===== src/rtl/procyon_debug_ctrl_if.sv =====
// Core-facing retire/redirect stream and the run/halt feedback to the core.
interface procyon_debug_ctrl_if #(
  parameter int OPTN_DATA_WIDTH       = 32,
  parameter int OPTN_ADDR_WIDTH       = 32,
  parameter int OPTN_REGMAP_IDX_WIDTH = 5
);
  logic                             i_retire_en;
  logic [OPTN_REGMAP_IDX_WIDTH-1:0] i_retire_rdest;
  logic [OPTN_DATA_WIDTH-1:0]       i_retire_data;
  logic                             i_redirect;
  logic [OPTN_ADDR_WIDTH-1:0]       i_redirect_addr;
  logic                             o_core_en;
  logic                             o_halted;

  modport master (
    output i_retire_en, i_retire_rdest, i_retire_data, i_redirect, i_redirect_addr,
    input  o_core_en, o_halted
  );

  modport slave (
    input  i_retire_en, i_retire_rdest, i_retire_data, i_redirect, i_redirect_addr,
    output o_core_en, o_halted
  );
endinterface


===== src/rtl/procyon_debug_ctrl.sv =====
// Debug controller: run/halt stepping, retire trace ring buffer and redirect stats.
module procyon_debug_ctrl #(
  parameter  int OPTN_DATA_WIDTH       = 32,
  parameter  int OPTN_ADDR_WIDTH       = 32,
  parameter  int OPTN_REGMAP_IDX_WIDTH = 5,
  parameter  int OPTN_TRACE_DEPTH      = 8,
  parameter  int OPTN_STEP_WIDTH       = 8,
  localparam int PW                    = $clog2(OPTN_TRACE_DEPTH)
) (
  input  logic                             clk,
  input  logic                             n_rst,
  input  logic [1:0]                       i_mode,
  input  logic [OPTN_STEP_WIDTH-1:0]       i_step_count,
  input  logic [OPTN_REGMAP_IDX_WIDTH-1:0] i_break_rdest,
  input  logic                             i_resume,
  input  logic [PW-1:0]                    i_trace_sel,
  procyon_debug_ctrl_if.slave              core,
  output logic                             o_trace_valid,
  output logic [OPTN_REGMAP_IDX_WIDTH-1:0] o_trace_rdest,
  output logic [OPTN_DATA_WIDTH-1:0]       o_trace_data,
  output logic [PW:0]                      o_trace_count,
  output logic [15:0]                      o_redirect_cnt,
  output logic [OPTN_ADDR_WIDTH-1:0]       o_redirect_last
);
  localparam int RW = OPTN_REGMAP_IDX_WIDTH;
  localparam int DW = OPTN_DATA_WIDTH;
  localparam int SW = OPTN_STEP_WIDTH;

  typedef enum logic {RUN = 1'b0, HALT = 1'b1} state_t;

  state_t            state, state_nxt;
  logic [SW-1:0]     step_cnt, step_init;
  logic [PW-1:0]     wr_ptr, rd_idx;
  logic              retire, redirect, halt_cond;
  logic [RW+DW-1:0]  trace_mem [OPTN_TRACE_DEPTH];

  assign core.o_core_en = (state == RUN);
  assign core.o_halted  = (state == HALT);

  // Gating by core_en keeps inputs held by a stalled core from being recorded again.
  assign retire   = core.i_retire_en & core.o_core_en;
  assign redirect = core.i_redirect  & core.o_core_en;

  assign step_init = (i_step_count == '0) ? SW'(1) : i_step_count;

  always_comb begin
    halt_cond = 1'b0;
    case (i_mode)
      2'b00: halt_cond = 1'b0;
      2'b01: halt_cond = 1'b1;
      2'b10: halt_cond = (step_cnt == SW'(1));
      2'b11: halt_cond = (core.i_retire_rdest == i_break_rdest);
      default: halt_cond = 1'b0;
    endcase
  end

  always_comb begin
    state_nxt = state;
    case (state)
      RUN:  if (retire && halt_cond) state_nxt = HALT;
      HALT: if (i_resume)            state_nxt = RUN;
      default: state_nxt = RUN;
    endcase
  end

  always_ff @(posedge clk) begin
    if (!n_rst) state <= RUN;
    else        state <= state_nxt;
  end

  always_ff @(posedge clk) begin
    if (!n_rst)                           step_cnt <= step_init;
    else if (state == HALT && i_resume)   step_cnt <= step_init;
    else if (retire && step_cnt > SW'(1)) step_cnt <= step_cnt - SW'(1);
  end

  always_ff @(posedge clk) begin
    if (!n_rst) begin
      wr_ptr        <= '0;
      o_trace_count <= '0;
    end else if (retire) begin
      wr_ptr <= wr_ptr + PW'(1);
      if (o_trace_count != (PW+1)'(OPTN_TRACE_DEPTH))
        o_trace_count <= o_trace_count + (PW+1)'(1);
    end
  end

  // Trace storage is left uninitialised; trace_count qualifies every read.
  always_ff @(posedge clk) begin
    if (n_rst && retire)
      trace_mem[wr_ptr] <= {core.i_retire_rdest, core.i_retire_data};
  end

  assign rd_idx        = wr_ptr - PW'(1) - i_trace_sel;
  assign o_trace_valid = ({1'b0, i_trace_sel} < o_trace_count);
  assign {o_trace_rdest, o_trace_data} = trace_mem[rd_idx];

  always_ff @(posedge clk) begin
    if (!n_rst) begin
      o_redirect_cnt  <= '0;
      o_redirect_last <= '0;
    end else if (redirect) begin
      o_redirect_last <= core.i_redirect_addr;
      if (o_redirect_cnt != 16'hFFFF) o_redirect_cnt <= o_redirect_cnt + 16'd1;
    end
  end
endmodule


===== src/flat_wrapper.sv =====
// flat-port wrapper written by rule: the top's interface ports become plain ports
module procyon_debug_ctrl_flat 
#(
  parameter  int OPTN_DATA_WIDTH       = 32,
  parameter  int OPTN_ADDR_WIDTH       = 32,
  parameter  int OPTN_REGMAP_IDX_WIDTH = 5,
  parameter  int OPTN_TRACE_DEPTH      = 8,
  parameter  int OPTN_STEP_WIDTH       = 8,
  localparam int PW                    = $clog2(OPTN_TRACE_DEPTH)
)
  (clk, n_rst, i_mode, i_step_count, i_break_rdest, i_resume, i_trace_sel, o_trace_valid, o_trace_rdest, o_trace_data, o_trace_count, o_redirect_cnt, o_redirect_last, core_i_retire_en, core_i_retire_rdest, core_i_retire_data, core_i_redirect, core_i_redirect_addr, core_o_core_en, core_o_halted);
  procyon_debug_ctrl_if #(.OPTN_DATA_WIDTH(OPTN_DATA_WIDTH), .OPTN_ADDR_WIDTH(OPTN_ADDR_WIDTH), .OPTN_REGMAP_IDX_WIDTH(OPTN_REGMAP_IDX_WIDTH)) core_i ();
  input  logic clk;
  input  logic n_rst;
  input  logic [1:0] i_mode;
  input  logic [OPTN_STEP_WIDTH-1:0] i_step_count;
  input  logic [OPTN_REGMAP_IDX_WIDTH-1:0] i_break_rdest;
  input  logic i_resume;
  input  logic [PW-1:0] i_trace_sel;
  output logic o_trace_valid;
  output logic [OPTN_REGMAP_IDX_WIDTH-1:0] o_trace_rdest;
  output logic [OPTN_DATA_WIDTH-1:0] o_trace_data;
  output logic [PW:0] o_trace_count;
  output logic [15:0] o_redirect_cnt;
  output logic [OPTN_ADDR_WIDTH-1:0] o_redirect_last;
  input wire logic [$bits(core_i.i_retire_en)-1:0] core_i_retire_en;
  input wire logic [$bits(core_i.i_retire_rdest)-1:0] core_i_retire_rdest;
  input wire logic [$bits(core_i.i_retire_data)-1:0] core_i_retire_data;
  input wire logic [$bits(core_i.i_redirect)-1:0] core_i_redirect;
  input wire logic [$bits(core_i.i_redirect_addr)-1:0] core_i_redirect_addr;
  output wire logic [$bits(core_i.o_core_en)-1:0] core_o_core_en;
  output wire logic [$bits(core_i.o_halted)-1:0] core_o_halted;
  assign core_i.i_retire_en = core_i_retire_en;
  assign core_i.i_retire_rdest = core_i_retire_rdest;
  assign core_i.i_retire_data = core_i_retire_data;
  assign core_i.i_redirect = core_i_redirect;
  assign core_i.i_redirect_addr = core_i_redirect_addr;
  assign core_o_core_en = core_i.o_core_en;
  assign core_o_halted = core_i.o_halted;
  procyon_debug_ctrl #(.OPTN_DATA_WIDTH(OPTN_DATA_WIDTH), .OPTN_ADDR_WIDTH(OPTN_ADDR_WIDTH), .OPTN_REGMAP_IDX_WIDTH(OPTN_REGMAP_IDX_WIDTH), .OPTN_TRACE_DEPTH(OPTN_TRACE_DEPTH), .OPTN_STEP_WIDTH(OPTN_STEP_WIDTH)) u_core (.clk(clk), .n_rst(n_rst), .i_mode(i_mode), .i_step_count(i_step_count), .i_break_rdest(i_break_rdest), .i_resume(i_resume), .i_trace_sel(i_trace_sel), .core(core_i), .o_trace_valid(o_trace_valid), .o_trace_rdest(o_trace_rdest), .o_trace_data(o_trace_data), .o_trace_count(o_trace_count), .o_redirect_cnt(o_redirect_cnt), .o_redirect_last(o_redirect_last));
endmodule

===== config.mk =====
export PLATFORM = sky130hd
export DESIGN_NAME = procyon_debug_ctrl_flat
export DESIGN_NICKNAME = d
export VERILOG_FILES = /design/src/rtl/procyon_debug_ctrl_if.sv /design/src/rtl/procyon_debug_ctrl.sv /design/src/flat_wrapper.sv
export SDC_FILE = /design/constraint.sdc
export NUM_CORES = 1
export LEC_CHECK = 0
export ABC_AREA = 1
export CAP_MARGIN = 25
export CORE_MARGIN = 2
export CORE_UTILIZATION = 56
export CTS_CLUSTER_SIZE = 20
export DETAILED_ROUTE_END_ITERATION = 10
export HOLD_SLACK_MARGIN = 0.02
export PLACE_DENSITY = 0.9
export SYNTH_ARGS = -nofsm -noshare
export SYNTH_HDL_FRONTEND = slang
export SYNTH_SLANG_ARGS = --single-unit

===== constraint.sdc =====
create_clock -name clk -period 6.9 [get_ports clk]
set_input_delay 2.07 -clock clk [delete_from_list [all_inputs] [get_ports clk]]
set_output_delay 2.07 -clock clk [all_outputs]
set_load 0.05 [all_outputs]

==> results of run 1 <==
final timing paths:
check / from / to / slack [ns] / cells after the start
worst max-delay path: i_trace_sel[1] / o_trace_data[22] / 0.10 / 9
worst min-delay path: u_core.o_redirect_last[2] / u_core.o_redirect_last[2] / 0.49 / 2
worst max register to register: u_core.core.o_halted / u_core.trace_mem[7][11] / 3.99 / 6
worst min register to register: u_core.o_redirect_last[2] / u_core.o_redirect_last[2] / 0.49 / 2
cells by family (layout without fill, tap and decap cells):
group / count (synthesis) / in the layout / synth area share, %
AOI/OAI and AO/OA: 294 / 294 / 10.6
and+or+nand+nor: 423 / 423 / 11.5
buffers and inverters: 145 / 351 / 4.32
muxes: 38 / 38 / 2.57
adders and majority gates: 10 / 10 / 0.897
xor gates and xnor gates: 13 / 13 / 0.770
DFF: 360 / 360 / 69.4
power by group:
| part | internal [uW] | total, uW | switching [uW] |
|---|---|---|---|
| Combinational | 347 | 1060 | 718 |
| Sequential | 2410 | 2440 | 25.8 |
| Clock | 1200 | 2020 | 819 |
worst register-to-register path: stages (launching register included):
cell	delay [ns]
dfxtp_1	0.33
nor2_1	0.40
inv_1	0.24
nor2_1	0.18
nand2_1	0.27
nor2_4	0.76
buf_4	0.43
layer usage:
layer	routed length, um	GRT usage [%]	share of wire (%)
met4	833	8.06	2.5
met3	2960	5.87	8.9
met2	16600	40.6	50
met5	11	0	0.033
met1	12800	29.0	39
sequential cells by signal, summed over array words and instances (netlist names):
register,cells
u_core.step_cnt,8
u_core.core.o_halted,1
u_core.wr_ptr,3
u_core.o_trace_count,4
u_core.o_redirect_cnt,16
u_core.trace_mem,296
u_core.o_redirect_last,32
per-stage QoR:
stage,hold slack (ns),cell area (um^2),setup TNS (ns)
after floorplan,0.524,14800,0
after global placement,0.461,16900,0
after detailed placement,0.475,16900,-0.00927
after CTS,0.485,18200,0
after global routing,0.509,18200,-0.0163
final,0.486,18200,0
timing repair:
item                       4_1_cts  5_1_grt
hold endpoints to repair         0        0
pin swaps                        0        0
gates cloned                     0        0
setup endpoints to repair        1        3
resized for setup                1        2
hold buffers                     0        0
synth_stat cells (4+ instances only):
cell        n  area, um^2
nor2_4      4        45.0
xor2_1      6        52.6
a21oi_1    18        90.1
nor2_1    252         946
xnor2_1     7        61.3
inv_1      76         285
o21ai_1    47         235
edfxtp_1  304        9130
buf_6       7        78.8
nand4_1     8        50.1
nand3_1    15        75.1
o22ai_1    37         231
buf_4       5        37.5
a21oi_2     5        43.8
clkbuf_1   29         109
ha_1        9         113
buf_1       6        22.5
mux2i_1    38         380
nand2_1   127         477
nor3_1      6        30.0
dfxtp_1    56        1120
buf_2      18        90.1
o21ai_0   180         901
final cells by class:
| type | count | area [um^2] | share of cell area, % |
|---|---|---|---|
| Multi-Input combinational cell | 778 | 3980 | 21.9 |
| Clock buffer | 44 | 973 | 5.35 |
| Timing Repair Buffer | 203 | 2000 | 11.0 |
| Clock inverter | 24 | 268 | 1.47 |
| Inverter | 80 | 302 | 1.66 |
| Sequential cell | 360 | 10200 | 56.4 |
| Tap cell | 335 | 419 | 2.30 |
==> metrics.yaml, run 1 <==
ys_types: 38
die_area_um2: 27700
critPathArrivalTime_ns: 4.73
worstSetupPathType: "in2out"
startpoint_type: "input pin"
grt_pass1_vias: 10100
cts-root-buf: "clkbuf_16"
ant_nets: 0
syn-num-nets: 1385
peakVddDrop_mv: 0.253
synth_ff_type: "edfxtp_1"
p_leak_uw: 0.00652
final_cell_mix: "edfxtp_1, nor2_1, o21ai_0, clkdlybuf4s50_1, nand2_1"
drt-total-wl_mm: 33.2
status: "finished, final reports clean"
wl_per_cell_um: 18.2
p_total_uw: 5520
place_ws_ns: -0.00927
yosysSeqAreaShare_pct: 69.4
coreArea_um2: 26000
antenna_found_initial: 1
crit_path_end_kind: "primary output"
fin_nets: 1562
dp.cells: 1756
row_count: 59
rsz0062_at_grt: "true"
async_flop_share_pct: 0
die_width_um: 166
cp_max_fo: 59
hold_viol: 0
skew_ns: 0.0235
nFillCells: 1733
grt.total_usage_pct: 23.5
antenna_cells: 0
drc: 0
crit_chain: "clkdlybuf4s50_1 -> inv_1 -> fa_4 -> buf_16 -> o21ai_0 -> o21ai_1 -> inv_1 -> o21ai_1 -> buf_4"
numCtsBuffers: 37
critical-path-top-delay-family: "buffers and inverters"
port_buffers: 183
fin_util_pct: 70.0
die_h_um: 166
setup_viol: 0
grt_pass1_wl_mm: 51.7
slew_violations: 0
finalCritPeriodShare_pct: 98.5
clk_latency_ns: 0.54
cts_buffer_depth: 3
layout-drive-gt1-share_pct: 9.40
period_needed_ns: 6.80
synth_area_um2: 14800
relSlewSlack_pct: 36.2
post-cts-setup-buffers: 0
vias: 10300
cts.sinks: 360
synthCells: 1283
grt_overflow: 0
worst_slack_ns: 0.100
synth_edf_count: 304
pwr_density_cell_nw_per_um2: 304
via_per_inst: 5.65
syn_avg_cell_area_um2: 11.5
gp_congestion: 0.843
io_pins: 184
syn_to_final_growth_pct: 23.1
hold_path_class: "reg2reg"
htree_levels: 2
tritoncts: "yes"
cp_slowest_cell: "fa_4"
clk_pin_slew_ns: 0.06
dr.pass1.iters: 7
grt_max_degree: 103
dp_hpwl_mm: 19.5
layout.cells.non_filler: 1824
maxCapViolCount: 0
max_freq_ghz: 0.147
final_common_cell: "edfxtp_1"
slowest_delay_ns: 0.95
start_util_pct: 56.9
yosysWarningCount: 0
synth-seq-cells: 360
crit_buf_inv: 5
cp.required_ns: 4.83
initialDrtViolationCount: 977
tightest_slew_ns: 0.951
Note: power is estimated with default switching activity, not from simulation.
==> run 2, diff against run 1 <==
--- a/config.mk
+++ b/config.mk
@@ -8,11 +8,12 @@
 export ABC_AREA = 1
 export CAP_MARGIN = 25
 export CORE_MARGIN = 2
-export CORE_UTILIZATION = 56
+export CORE_UTILIZATION = 50
 export CTS_CLUSTER_SIZE = 20
 export DETAILED_ROUTE_END_ITERATION = 10
 export HOLD_SLACK_MARGIN = 0.02
-export PLACE_DENSITY = 0.9
+export PLACE_DENSITY = 0.86
+export RECOVER_POWER = 25
 export SYNTH_ARGS = -nofsm -noshare
 export SYNTH_HDL_FRONTEND = slang
 export SYNTH_SLANG_ARGS = --single-unit
==> constraint.sdc (replaced) <==
create_clock -name clk -period 5.75 [get_ports clk]
set_input_delay 1.725 -clock clk [delete_from_list [all_inputs] [get_ports clk]]
set_output_delay 1.725 -clock clk [all_outputs]
set_load 0.05 [all_outputs]
==> run 2 against run 1 <==
Against the previous run: clock-buffer cell count increased by 2; die area increased by 12%; utilization decreased by 5.2 points; final cell count increased by 3.8%; setup slack got worse by 0.037 ns; sequential share of layout area decreased by 1.7 points; combinational power increased by 44%; critical path type unchanged.
==> metrics.yaml, run 2 (synthesized netlist as in run 1, its figures left out) <==
final_common_cell: "edfxtp_1"
fin_util_pct: 64.8  # -5.2 points
startpoint_type: "input pin"
row_count: 62  # +5.1%
p_int_uw: 4730  # +19%
htree_levels: 2  # unchanged
swShare_pct: 28.6  # +0.30 points
vias: 10300  # +0.41%
drc: 0  # unchanged
dp_hpwl_mm: 19.6  # +0.53%
ctsHoldBuffers: 0  # unchanged
wl_met2_mm: 17.3  # +4.0%
crit_path_end_kind: "primary output"
start_util_pct: 51.1  # -5.8 points
grt_pass1_wl_mm: 53.9  # +4.3%
wl_met3_mm: 3.19  # +7.7%
tightest_slew_ns: 0.680  # -0.271 ns
top_layer_used: "met5"
p_total_uw: 6620  # +20%
die_h_um: 176  # +5.7%
fin_nets: 1585  # +1.5%
ant_nets: 0  # unchanged
nFillCells: 2056  # +19%
p_leak_uw: 0.00675  # +3.6%
cp_max_fo: 7  # -88%
dr.pass1.iters: 5  # -2
slew_violations: 0  # unchanged
via_per_inst: 5.46  # -3.3%
clk_pin_slew_ns: 0.06  # about the same
cts-root-buf: "clkbuf_16"
coreArea_um2: 28900  # +11%
die_width_um: 176  # +5.7%
cts_buffer_depth: 3  # unchanged
pwr_density_cell_nw_per_um2: 353  # +16%
tritoncts: "yes"
period_needed_ns: 5.69
setup_viol: 0  # unchanged
hold_path_class: "reg2reg"
dp.cells: 1820  # +3.6%
status: "finished, final reports clean"
initialDrtViolationCount: 851  # -13%
grt.total_usage_pct: 22.3  # -1.2 points
skew_ns: 0.0173  # -0.00614 ns
switching_power_uw: 1890  # +21%
syn_to_final_growth_pct: 26.8
reg_top3: "u_core.trace_mem: 296 flops, u_core.o_redirect_last: 32 flops, u_core.o_redirect_cnt: 16 flops"
grt_pass1_vias: 10400  # +3.0%
regMostFlops: "u_core.trace_mem"
port_buffers: 183  # unchanged
critPathArrivalTime_ns: 3.96  # -0.77 ns
grt_max_degree: 84  # -18%
grt_overflow: 0  # unchanged
gp_congestion: 0.805  # -4.5%
cts.sinks: 360  # unchanged
final_cell_mix: "edfxtp_1, nor2_1, o21ai_0, nand2_1, clkdlybuf4s50_1"
relSlewSlack_pct: 54.7  # +18 points
layout.cells.non_filler: 1894  # +3.8%
worst_slack_ns: 0.0628  # -0.0375 ns
finalCritPeriodShare_pct: 98.9
place_ws_ns: -0.370  # -0.361 ns
numCtsBuffers: 37  # unchanged
maxCapViolCount: 0  # unchanged
seqPwrFrac_pct: 44.1  # about the same
cp.required_ns: 4.03  # -0.80 ns
io_pins: 184  # unchanged
antenna_found_initial: 4  # +3
die_area_um2: 30900  # +12%
clkPwrFrac_pct: 32.8  # -3.8 points
largest_reg_flops: 296  # unchanged
worstSetupPathType: "in2out"
wirelength_met1_mm: 13.1  # +2.7%
p_comb_share_pct: 23.0  # +3.7 points
peakVddDrop_mv: 0.272  # +7.4%
hold_viol: 0  # unchanged
layout-drive-gt1-share_pct: 12.2  # +2.8 points
drt-total-wl_mm: 34.3  # +3.5%
max_freq_ghz: 0.176
clk_latency_ns: 0.52  # -0.02 ns
wl_per_cell_um: 18.1  # -0.35%
==> run 2: cell types whose count changed in the layout (fill, tap and decap cells not counted), moves of 12 or more <==
cell and change:
clkdlybuf4s50_1 -28, dlygate4sd3_1 +25, buf_12 +20, o21ai_2 +17, o21ai_0 -16, buf_4 -14
buf_6 +12
==> run 2: worst paths after layout <==
| check | start | to | slack (ns) | cells after the start |
|---|---|---|---|---|
| setup / recovery | i_trace_sel[0] | o_trace_data[28] | 0.06 | 11 |
| hold / removal | u_core.o_redirect_last[2] | u_core.o_redirect_last[2] | 0.48 | 2 |
| setup reg to reg | u_core.core.o_halted | u_core.trace_mem[5][6] | 3.37 | 6 |
| hold reg to reg | u_core.o_redirect_last[2] | u_core.o_redirect_last[2] | 0.48 | 2 |
==> run 2: critical path, stage by stage <==
cell and delay [ns]:
buf_2 0.09, inv_2 0.05, ha_4 0.15, fa_4 0.90, buf_6 0.18, buf_16 0.12, o21ai_1 0.09, o22ai_1 0.24
nand2_1 0.13, o21ai_2 0.09, buf_6 0.18
==> run 2: power by group through the flow <==
stage | registers, uW | clock network, uW | logic, uW
2_1_floorplan | 3050 | 0 | 776
3_3_place_gp | 2970 | 0 | 1360
3_5_place_dp | 2980 | 0 | 1390
4_1_cts | 2920 | 2210 | 1520
5_1_grt | 2930 | 2320 | 1630
6_report | 2920 | 2170 | 1530
==> run 2: final cells by class <==
class	instances	area, um^2	share of cell area [%]
Sequential cell	360	10200	54.7
Multi-Input combinational cell	778	4060	21.7
Timing Repair Buffer	226	2550	13.6
Clock buffer	46	970	5.17
Tap cell	384	480	2.56
Inverter	80	302	1.61
Clock inverter	19	120	0.641
Antenna cell	1	2.50	0.0134
==> run 2: routing by layer <==
| layer | up-vias | GRT usage [%] |
|---|---|---|
| met5 | - | 0 |
| met2 | 491 | 38.9 |
| met3 | 63 | 5.61 |
| met1 | 4874 | 27.3 |
| li1 | 4905 | - |
| met4 | 6 | 6.99 |
==> run 2: timing repair <==
action,in CTS,in global routing
pin swaps,10,7
resized for setup,45,15
buffers inserted,3,0
gates cloned,5,0
endpoints found under the setup margin,37,28
==> run 2: through the flow <==
stage | TNS [ns] | hold WS, ns | instance area [um^2]
after global routing | -0.00935 | 0.510 | 18700
after detailed placement | -9.74 | 0.475 | 17300
after floorplan | 0 | 0.524 | 14800
after global placement | -7.41 | 0.460 | 17300
after CTS | 0 | 0.488 | 18700
final | 0 | 0.485 | 18700
